### src/rtl/predictor_pkg.sv
// predictor_pkg: shared types and helpers for the branch predictor controller.
//   cnt_t      - 2-bit saturating counter
//   CNT_*      - counter initial value and saturation bounds
//   state_t    - controller FSM states
//   cnt_next() - saturating counter update toward the resolved direction
package predictor_pkg;

    typedef logic [1:0] cnt_t;

    localparam cnt_t CNT_INIT = 2'b11;
    localparam cnt_t CNT_MAX  = 2'b11;
    localparam cnt_t CNT_MIN  = 2'b00;

    typedef enum logic [1:0] {
        INIT,
        RUN,
        FLUSH
    } state_t;

    function automatic cnt_t cnt_next(input cnt_t cnt, input logic taken);
        if (taken)
            return (cnt == CNT_MAX) ? CNT_MAX : cnt + 2'd1;
        else
            return (cnt == CNT_MIN) ? CNT_MIN : cnt - 2'd1;
    endfunction

endpackage

### src/rtl/predictor_queue.sv
// predictor_queue: in-order FIFO of in-flight predictions {idx, pred}.
//   push/push_idx/push_pred - enqueue at write slot (wr_tag)
//   pop                     - dequeue oldest entry (head_idx/head_pred)
//   flush                   - drop all entries, pointers return to slot 0
//   full/empty/count        - occupancy status
// The caller never pushes when full or pops when empty.
module predictor_queue
    import predictor_pkg::*;
#(
    parameter int INDEX_W = 4,
    parameter int DEPTH   = 4
) (
    input  logic                       clk,
    input  logic                       rst,
    input  logic                       push,
    input  logic [INDEX_W-1:0]         push_idx,
    input  logic                       push_pred,
    input  logic                       pop,
    input  logic                       flush,
    output logic [INDEX_W-1:0]         head_idx,
    output logic                       head_pred,
    output logic                       full,
    output logic                       empty,
    output logic [$clog2(DEPTH):0]     count,
    output logic [$clog2(DEPTH)-1:0]   wr_tag
);

    localparam int TAG_W = $clog2(DEPTH);
    localparam int CNT_W = TAG_W + 1;

    logic [INDEX_W-1:0] idx_mem  [DEPTH];
    logic               pred_mem [DEPTH];
    logic [TAG_W-1:0]   wr_ptr;
    logic [TAG_W-1:0]   rd_ptr;
    logic [CNT_W-1:0]   cnt;

    always_ff @(posedge clk or posedge rst) begin
        if (rst) begin
            wr_ptr <= '0;
            rd_ptr <= '0;
            cnt    <= '0;
        end else if (flush) begin
            wr_ptr <= '0;
            rd_ptr <= '0;
            cnt    <= '0;
        end else begin
            if (push)
                wr_ptr <= wr_ptr + TAG_W'(1);
            if (pop)
                rd_ptr <= rd_ptr + TAG_W'(1);
            unique case ({push, pop})
                2'b10:   cnt <= cnt + CNT_W'(1);
                2'b01:   cnt <= cnt - CNT_W'(1);
                default: ;
            endcase
        end
    end

    // Entry storage carries no reset; occupancy decides what is live.
    always_ff @(posedge clk) begin
        if (push && !flush) begin
            idx_mem[wr_ptr]  <= push_idx;
            pred_mem[wr_ptr] <= push_pred;
        end
    end

    always_comb begin
        head_idx  = idx_mem[rd_ptr];
        head_pred = pred_mem[rd_ptr];
        full      = (cnt == CNT_W'(DEPTH));
        empty     = (cnt == '0);
        count     = cnt;
        wr_tag    = wr_ptr;
    end

endmodule

### src/rtl/predictor_ctrl.sv
// predictor_ctrl: 2-bit saturating branch counter table with in-order
// tracking of in-flight predictions.
//   clk, rst (async, active-high), clr (sync re-initialise)
//   req_valid/req_idx/req_ready          - lookup handshake from fetch
//   pred_valid/pred_taken/pred_tag       - registered prediction, 1-cycle pulse
//   res_valid/res_taken/res_ready        - outcome of oldest in-flight branch
//   mispredict                           - 1-cycle pulse on wrong prediction
//   occ                                  - in-flight count
//   miss_count                           - mispredictions since reset/clr
module predictor_ctrl
    import predictor_pkg::*;
#(
    parameter int INDEX_W = 4,
    parameter int DEPTH   = 4
) (
    input  logic                       clk,
    input  logic                       rst,
    input  logic                       clr,
    input  logic                       req_valid,
    input  logic [INDEX_W-1:0]         req_idx,
    output logic                       req_ready,
    output logic                       pred_valid,
    output logic                       pred_taken,
    output logic [$clog2(DEPTH)-1:0]   pred_tag,
    input  logic                       res_valid,
    input  logic                       res_taken,
    output logic                       res_ready,
    output logic                       mispredict,
    output logic [$clog2(DEPTH):0]     occ,
    output logic [15:0]                miss_count
);

    localparam int TAG_W   = $clog2(DEPTH);
    localparam int ENTRIES = 2 ** INDEX_W;

    cnt_t               tbl [ENTRIES];
    state_t             state;
    logic [INDEX_W-1:0] ptr;

    logic               q_push, q_pop, q_flush;
    logic [INDEX_W-1:0] q_head_idx;
    logic               q_head_pred;
    logic               q_full, q_empty;
    logic [TAG_W:0]     q_count;
    logic [TAG_W-1:0]   q_wr_tag;

    logic               acc_req, acc_res, is_miss;
    cnt_t               upd_cnt, look_cnt;

    predictor_queue #(
        .INDEX_W (INDEX_W),
        .DEPTH   (DEPTH)
    ) u_queue (
        .clk       (clk),
        .rst       (rst),
        .push      (q_push),
        .push_idx  (req_idx),
        .push_pred (look_cnt[1]),
        .pop       (q_pop),
        .flush     (q_flush),
        .head_idx  (q_head_idx),
        .head_pred (q_head_pred),
        .full      (q_full),
        .empty     (q_empty),
        .count     (q_count),
        .wr_tag    (q_wr_tag)
    );

    always_comb begin
        req_ready = (state == RUN) && !q_full;
        res_ready = (state == RUN) && !q_empty;
        acc_req   = req_valid && req_ready;
        acc_res   = res_valid && res_ready;
        upd_cnt   = cnt_next(tbl[q_head_idx], res_taken);
        is_miss   = acc_res && (q_head_pred != res_taken);
        // A lookup hitting the entry resolved on the same edge sees the
        // updated counter rather than the stale table value.
        look_cnt  = (acc_res && (q_head_idx == req_idx)) ? upd_cnt : tbl[req_idx];
        // A lookup arriving with a mispredicting resolution is younger than
        // the wrong branch, so it is dropped along with the flushed entries.
        q_push    = acc_req && !is_miss && !clr;
        q_pop     = acc_res && !clr;
        q_flush   = clr || is_miss;
        occ       = q_count;
    end

    // Table storage has no reset; INIT overwrites every entry.
    always_ff @(posedge clk) begin
        if (!clr) begin
            if (state == INIT)
                tbl[ptr] <= CNT_INIT;
            else if (acc_res)
                tbl[q_head_idx] <= upd_cnt;
        end
    end

    always_ff @(posedge clk or posedge rst) begin
        if (rst) begin
            state      <= INIT;
            ptr        <= '0;
            pred_valid <= 1'b0;
            pred_taken <= 1'b0;
            pred_tag   <= '0;
            mispredict <= 1'b0;
            miss_count <= '0;
        end else if (clr) begin
            state      <= INIT;
            ptr        <= '0;
            pred_valid <= 1'b0;
            pred_taken <= 1'b0;
            pred_tag   <= '0;
            mispredict <= 1'b0;
            miss_count <= '0;
        end else begin
            pred_valid <= q_push;
            mispredict <= is_miss;
            if (q_push) begin
                pred_taken <= look_cnt[1];
                pred_tag   <= q_wr_tag;
            end
            if (is_miss)
                miss_count <= miss_count + 16'd1;
            unique case (state)
                INIT: begin
                    ptr <= ptr + INDEX_W'(1);
                    if (ptr == INDEX_W'(ENTRIES - 1))
                        state <= RUN;
                end
                RUN: begin
                    if (is_miss)
                        state <= FLUSH;
                end
                FLUSH: state <= RUN;
                default: state <= INIT;
            endcase
        end
    end

endmodule
### config.mk
export PLATFORM = sky130hd
export DESIGN_NAME = predictor_ctrl
export DESIGN_NICKNAME = d
export VERILOG_FILES = /design/src/rtl/predictor_pkg.sv /design/src/rtl/predictor_queue.sv /design/src/rtl/predictor_ctrl.sv
export SDC_FILE = /design/constraint.sdc
export NUM_CORES = 1
export LEC_CHECK = 0
export ABC_AREA = 1
export BUFFER_PORTS_ARGS = -buffer_cell sky130_fd_sc_hd__buf_4
export CELL_PAD_IN_SITES_DETAIL_PLACEMENT = 0
export CELL_PAD_IN_SITES_GLOBAL_PLACEMENT = 1
export CORE_ASPECT_RATIO = 1.4
export CORE_MARGIN = 2
export CORE_UTILIZATION = 25
export CTS_CLUSTER_DIAMETER = 200
export DETAILED_ROUTE_END_ITERATION = 8
export GPL_TIMING_DRIVEN = 0
export MAX_ROUTING_LAYER = met4
export PLACE_DENSITY_LB_ADDON = 0.12
export SLEW_MARGIN = 40
export SYNTH_ARGS = -nofsm -noshare
export SYNTH_HDL_FRONTEND = slang
export SYNTH_SLANG_ARGS = --single-unit
### constraint.sdc
create_clock -name clk -period 3 [get_ports clk]
set_input_delay 0.45 -clock clk [delete_from_list [all_inputs] [get_ports clk]]
set_output_delay 0.45 -clock clk [all_outputs]
set_load 0.03 [all_outputs]
## Yosys cells after proc, flatten, opt, wreduce, memory -nomap -nowiden

Memories as Yosys holds them, arrays and structs flattened.
Index checks and enable logic that the tools add are counted.

| storage, ports and cells | value |
|---|---|
| logic and storage cells | 95 |
| bits in writable memories | 52 |
| flip-flop bits (word level) | 34 |
| memories | 3 |
| input port bits | 10 |
| output and inout port bits | 26 |

| cells by class | value |
|---|---|
| reduce and logical (&&, ||, !) cells | 27 |
| $add $sub $neg | 8 |
| equal/unequal tests | 11 |
| muxes and demuxes | 36 |

Memory list:

| name | words | width | rd ports | clocked after memory_dff | write ports | line | text |
|---|---|---|---|---|---|---|---|
| tbl | 16 | 2 | 2 | 0 | 1 | predictor_ctrl.sv:36 | `cnt_t tbl [ENTRIES];` |
| u_queue.idx_mem | 4 | 4 | 1 | 0 | 1 | predictor_queue.sv:31 | `logic [INDEX_W-1:0] idx_mem [DEPTH];` |
| u_queue.pred_mem | 4 | 1 | 1 | 0 | 1 | predictor_queue.sv:32 | `logic pred_mem [DEPTH];` |

Operators with widths:

| cell | number |
|---|---|
| 16-bit 2-to-1 mux | 2 |
| 2-bit 2-to-1 mux | 14 |
| 16-bit by 1-bit adder with 16-bit output, second input constant | 1 |
| 1-bit 2-to-1 mux | 14 |
| 4-bit 2-to-1 mux | 3 |
| 1-bit logical AND | 10 |
| 2-bit nonzero test | 5 |
| 2-bit by 1-bit adder with 2-bit output, second input constant | 3 |
| 2-bit == test, second input constant | 3 |
| 2-bit case mux with 3 select lines | 1 |
| 3-bit case mux with 2 select lines | 1 |
| 1-bit zero test | 5 |
| 4-bit by 1-bit adder with 4-bit output, second input constant | 1 |
| 2-bit by 1-bit == test with 1-bit output, second input constant | 2 |
| 4-bit == test | 1 |
| 4-bit == test, second input constant | 1 |
| 2-bit zero test | 2 |
| 3-bit by 1-bit adder with 3-bit output, second input constant | 1 |
| 3-bit == test, second input constant | 1 |
| 3-bit zero test | 1 |
| 3-bit 2-to-1 mux | 1 |
| 3-bit by 2-bit != test with 1-bit output, second input constant | 1 |
| 3-bit != test, second input constant | 1 |
| 3-bit nonzero test | 1 |
| 6 further kinds | 6 |

## Longest topological paths before layout

| depth | value |
|---|---|
| depth in word-level cells | 11 |
| mapped depth | 16 |
| mapped depth without buffers | 15 |

## By module

A second synthesis with hierarchy kept.

| second synthesis, totals | value |
|---|---|
| cell total of the unflattened synthesis | 477 |
| area, all modules | 4300.4 sq um |

Modules (own cells, without submodules):

| module | sequential area each (sq um) | cells an instance | times used | area each (sq um) |
|---|---|---|---|---|
| predictor_ctrl | 1636.6 | 365 | 1 | 3096.7 |
| predictor_queue | 775.7 | 112 | 1 | 1203.7 |

## Least setup slack after synthesis

No wires, ideal clock.

| path | value |
|---|---|
| kind | register -> register |
| start point | register u_queue.cnt[1], in the netlist u_queue.count[1] |
| end point | register u_queue.cnt[2], in the netlist u_queue.count[2] |
| stages on the path, launching flop included | 11 |
| period minus slack after synthesis | 2.736 ns |
| arrival time | 2.608 ns |
| library setup time | 0.128 ns |
| slack | 0.264 ns |
| cells stage by stage | dfrtp_1 > inv_1 > a31oi_1 > and2_1 > nand2_2 > nand2_1 > inv_1 > fa_1 > xnor2_1 > xnor2_1 > o22ai_1 |

RTL lines:

| item | line | text |
|---|---|---|
| start, declared | predictor_queue.sv:35 | `logic [CNT_W-1:0] cnt;` |
| start signal, assigned | predictor_queue.sv:52 | `2'b10: cnt <= cnt + CNT_W'(1);` |
| start signal, assigned | predictor_queue.sv:53 | `2'b01: cnt <= cnt - CNT_W'(1);` |
| 3-bit == test * | predictor_queue.sv:70 | `full = (cnt == CNT_W'(DEPTH));` |
| 1-bit zero test * | predictor_ctrl.sv:70 | `req_ready = (state == RUN) && !q_full;` |
| 1-bit logical AND * | predictor_ctrl.sv:70 |  |
| named net req_ready | predictor_ctrl.sv:21 | `output logic req_ready,` |
| 1-bit logical AND * | predictor_ctrl.sv:72 | `acc_req = req_valid && req_ready;` |
| 1-bit logical AND * (2 in a row) | predictor_ctrl.sv:81 | `q_push = acc_req && !is_miss && !clr;` |
| 2-bit by 1-bit == test with 1-bit output or 2-bit == test (tied branches) | predictor_queue.sv:51 | `unique case ({push, pop})` |
| 3-bit case mux with 2 select lines | predictor_queue.sv:51 |  |
| 3-bit 2-to-1 mux | predictor_queue.sv:42 | `end else if (flush) begin` |

Mark *: on every way through the listed nets, which the timed path passes. The rest lies on a longest branch.
A chain may end at the register's enable or synchronous reset.

## Final worst setup path

| path | value |
|---|---|
| start point | register u_queue.rd_ptr[1] |
| end point | memory tbl[12][0] (netlist bit), enable pin |

| on the way | value |
|---|---|
| longest elaborated chain between the ends | 2 |

RTL lines:

| item | line | text |
|---|---|---|
| start, declared | predictor_queue.sv:34 | `logic [TAG_W-1:0] rd_ptr;` |
| start signal, assigned | predictor_queue.sv:50 | `rd_ptr <= rd_ptr + TAG_W'(1);` |
| memory 4 x 4 bit | - |  |
| 4-bit 2-to-1 mux (no source line) | - |  |
| end, declared | predictor_ctrl.sv:36 |  |

No other way between the ends.

==> impl_table.tex <==
\begin{tabular}{lr}
\hline
Metric & Value \\
\hline
\multicolumn{2}{l}{\textbf{Timing}} \\
\quad Worst-margin pin slew & $\sim$0.63 ns \\
\quad Relative max-transition margin & 0.5809 \\
\quad Shortest period the worst path allows & $\sim$2.5 ns \\
\quad Setup skew after layout & around 0.009 ns \\
\quad Endpoints failing hold & 0 \\
\quad Post-route setup TNS & 0 ns \\
\quad Setup repair after global routing missed its margin & false \\
\quad Final worst-path cycle share & 0.8383 \\
\quad Max-slew violation count & 0 \\
\quad Final number of setup-violating endpoints & 0 \\
\quad Post-route worst setup slack & 0.4852 ns \\
\quad Worst hold margin & 0.06757 ns \\
\quad Achievable frequency & slightly below 400 MHz \\
\multicolumn{2}{l}{\textbf{Global routing}} \\
\quad First-pass GRT wire length & around 19 mm \\
\quad Antenna violations before repair & 0 \\
\quad Pin count of the biggest net entering global routing & 22 \\
\quad Number of global-route vias before repair & roughly 3.4k \\
\quad Global routing usage summed across all routing layers & 0.1378 \\
\quad Final global-route overflow total & 0 \\
\multicolumn{2}{l}{\textbf{Detailed routing}} \\
\quad ANT nets after route & 0 \\
\quad Met2 wire length & between 6 and 7 mm \\
\quad Met3 Routed Length & $\sim$300 um \\
\quad Mean routed wirelength per cell & 16.12 um \\
\quad Vias per Instance & roughly 4.5 \\
\quad DR DRC count & 0 \\
\quad Overall via count from detail\_route & approximately 3.3k \\
\quad Detailed-routing wirelength on met1 & about 5.2 mm \\
\quad Count of TritonRoute iterations in the first routing pass & 4 \\
\quad Wire length reported by the detailed router & 11.95 mm \\
\quad Number of DRC markers after the initial detailed-route iteration & approximately 110 \\
\quad Max layer used & met4 \\
\multicolumn{2}{l}{\textbf{Clock network}} \\
\quad Hold buffers post-CTS & 0 \\
\quad Cell chosen for the clock root & clkbuf\_16 \\
\quad Number of buffers created by CTS & 9 \\
\quad Clock latency at the later pin of the worst-skew pair & 0.34 ns \\
\quad Reg clk slew, reported paths & 0.07 ns \\
\quad Number of sinks driven by the clock tree & 86 \\
\quad H-tree depth & 3 \\
\quad CTS max path bufs & 2 \\
\quad Clock tree from TritonCTS & done \\
\multicolumn{2}{l}{\textbf{Logic synthesis}} \\
\quad Largest area contributor in the netlist & edfxtp\_1 \\
\quad Count of yosys warnings during synthesis & 0 \\
\quad Synth top area cells & edfxtp\_1 (35\%), dfrtp\_1 (19\%), nand3\_1 (8.0\%) \\
\quad Arithmetic-cell share of the synthesized area counting full adders, half adders and majority gates & 0.02143 \\
\quad Cell count after synthesis & 453 \\
\quad Xor-xnor portion of the synthesized cell area & 0.01551 \\
\quad Avg Inst Size Synth & 9.797 um\^{}2 \\
\quad Sequential element share of the synthesized area & 0.5436 \\
\quad Share of synthesized cell area in and, or, nand and nor gates & 0.2692 \\
\quad Main combinational cell family by area after synthesis & simple AND/OR/NAND/NOR gates \\
\quad Yosys top cell area share & 0.3518 \\
\quad Synth Register Bits & between 80 and 90 \\
\quad Area fraction in compound gates after synthesis & 0.07415 \\
\quad Syn\_nets & 470 \\
\quad Multiplexer share of the synthesized area & 0.009022 \\
\quad Netlist Area Pre-Place & between 4000 and 5000 um\^{}2 \\
\quad Yosys cell types & 45 \\
\multicolumn{2}{l}{\textbf{Floorplan}} \\
\quad Height of the chip & roughly 160 um \\
\quad Cell Rows & 57 \\
\quad Boundary pin count & 36 \\
\quad Area of the core & between 15,000 and 20,000 um\^{}2 \\
\quad Die Width & roughly 120 um \\
\quad Total die area & between 15,000 and 20,000 um\^{}2 \\
\quad Starting density of the core & 0.2550 \\
\multicolumn{2}{l}{\textbf{Final layout}} \\
\quad Area Growth Syn to Fin & 20.33\% \\
\quad Fraction of final layout cells sized beyond drive strength 1 & 0.2119 \\
\quad Antenna diodes & 0 \\
\quad Non-filler instance count after layout & about 740 \\
\quad Register area & 2412 um\^{}2 \\
\quad Fillers & $\sim$1.9k \\
\quad Area of the multi-input gates & 1738 um\^{}2 \\
\quad Total number of nets in the final design & between 500 and 600 \\
\multicolumn{2}{l}{\textbf{Pwr}} \\
\quad Power density over the cells & 774.2 nW/um\^{}2 \\
\quad Maximum vdd ir drop & slightly below 0.4 mV \\
\quad Leak Pwr & between 0.002 and 0.0025 uW \\
\multicolumn{2}{l}{\textbf{Setup path}} \\
\quad Critical-path cell list & buf\_2 > inv\_2 > nand3\_1 > nand2\_1 > inv\_1 > o21ai\_0 > inv\_1 > nand3\_1 > nor3\_1 \\
\quad Kind of capture point of the worst setup path & register \\
\quad Setup Crit Path Kind & reg -> reg \\
\quad Largest stage delay on the critical path & approximately 0.41 ns \\
\quad Critical Path Start Type & register \\
\quad Kind of cell with the highest combined delay on the critical path & simple AND/OR/NAND/NOR gates \\
\quad Worst-path fanout max & 7 \\
\quad Data arrival time of the worst path & $\sim$2.5 ns \\
\quad Crit path max-delay cell type & nor3\_1 \\
\quad Buf/Inv on CP & 4 \\
\quad Worst path required time & between 2 and 3 ns \\
\multicolumn{2}{l}{\textbf{Placement}} \\
\quad Post-detail-place hpwl & 8.843 mm \\
\quad Count of input and output buffers & 35 \\
\quad Cell count after placement & 725 \\
\quad Place WS & approximately 0.16 ns \\
\quad Placer congestion estimate & between 0.7 and 0.8 \\
\multicolumn{2}{l}{\textbf{Status}} \\
\quad Status & complete, no violations \\
\multicolumn{2}{l}{\textbf{Job}} \\
\quad Max Cap Violations & 0 \\
\multicolumn{2}{l}{\textbf{Worst hold path}} \\
\quad Worst min-delay path class & in -> async \\
\hline
\end{tabular}
==> path summary, 6_finish.rpt <==
| path | startpoint | endpoint | slack (ns) | depth (start not counted) |
|---|---|---|---|---|
| max | u_queue.rd_ptr[1] | tbl[12][0] | 0.49 | 9 |
| min | rst | u_queue.count[0] | 0.07 | 2 |
| max reg2reg | u_queue.rd_ptr[1] | tbl[12][0] | 0.49 | 9 |
| min reg2reg | miss_count[15] | miss_count[15] | 0.47 | 1 |
| max in group asynchronous | rst | ptr[1] | 2.49 | 3 |
| min in group clk | req_idx[2] | u_queue.idx_mem[1][2] | 0.35 | 1 |
==> routing by layer <==
metal	GRT usage	vias to the layer above
li1	-	1649
met4	0.03850	0
met3	0.02139	10
met2	0.2347	49
met5	-	-
met1	0.1687	1598
==> registers in the layout (all words and copies together) (netlist names), 2 cells and up <==
register          count
u_queue.wr_tag        2
u_queue.idx_mem      16
u_queue.pred_mem      4
tbl                  32
state                 2
miss_count           16
ptr                   4
u_queue.rd_ptr        2
pred_tag              2
u_queue.count         3
==> timing repair <==
action	in CTS	in global routing
resized for setup	0	2
setup buffers	0	0
endpoints found under the setup margin	0	32
==> worst reg2reg max path: cells and delay by family (launching register included) <==
kind,cells,cell delay [ns]
buf+inv,4,0.79
flops,1,0.31
simple gates,4,0.85
compound gates,1,0.20
==> kinds of logic (layout without fill, tap and decap cells) <==
group	count (synthesis)	in the layout
flip-flops	86	86
multiplexers	4	4
AND/OR/NAND/NOR	230	230
XOR/XNOR	7	7
adder cells (fa/ha/maj)	7	7
buffers and inverters	62	114
AO/OA/AOI/OAI	57	57
==> cells in the mapped netlist (all sizes together) <==
cell	count
edfxtp	52
nand3	76
o22ai	1
clkbuf	1
o21a	1
nand2	89
nand4	4
ha	6
o211ai	4
and3	1
dfrtp	34
xnor2	4
fa	1
buf	9
xor2	3
a22o	1
a31oi	4
inv	52
and2	2
o21ai	27
o31ai	1
mux2i	4
nand3b	2
nor2	38
a21oi	18
or2	2
nor4	2
nor3	14
==> stage by stage <==
step | cell area, um^2 | power (uW) | util
floorplan | 4438 | 2524 | -
global placement | 4996 | 2978 | 0.2871
detailed placement | 5016 | 2987 | 0.2883
CTS | 5330 | 4204 | 0.3063
global route | 5340 | 4390 | 0.3069
finish | 5340 | 4134 | 0.3069
==> power breakdown <==
group	leakage (uW)	switching [uW]	internal (uW)	total, uW
logic	0.00116	1010	493	1500
registers	0.000917	73.0	1360	1430
clock network	0.000150	477	724	1200
total	0.00223	1560	2580	4130
==> area by class of cell <==
cell class,count,share of cell area
Buffer,10,0.01781
Multi-Input combinational cell,305,0.3254
Timing Repair Buffer,36,0.05295
Sequential cell,86,0.4517
Inverter,52,0.03796
Clock inverter,7,0.01664
Tap cell,236,0.05530
Clock buffer,9,0.04217
==> cell usage in the layout (no fill, tap or decap), drive strengths merged, types with 3 or more instances in the layout <==
cell type / netlist / routed
clkinv: 0 / 4
xnor2: 4 / 4
nand3: 76 / 76
mux2i: 4 / 4
ha: 6 / 6
edfxtp: 52 / 52
nor3: 14 / 14
a21oi: 18 / 18
nand4: 4 / 4
nand2: 89 / 89
inv: 52 / 52
xor2: 3 / 3
dfrtp: 34 / 34
clkbuf: 1 / 10
a31oi: 4 / 4
o21ai: 27 / 27
nor2: 38 / 38
buf: 9 / 45
o211ai: 4 / 4
No activity file was read; power rests on OpenSTA's default activity.
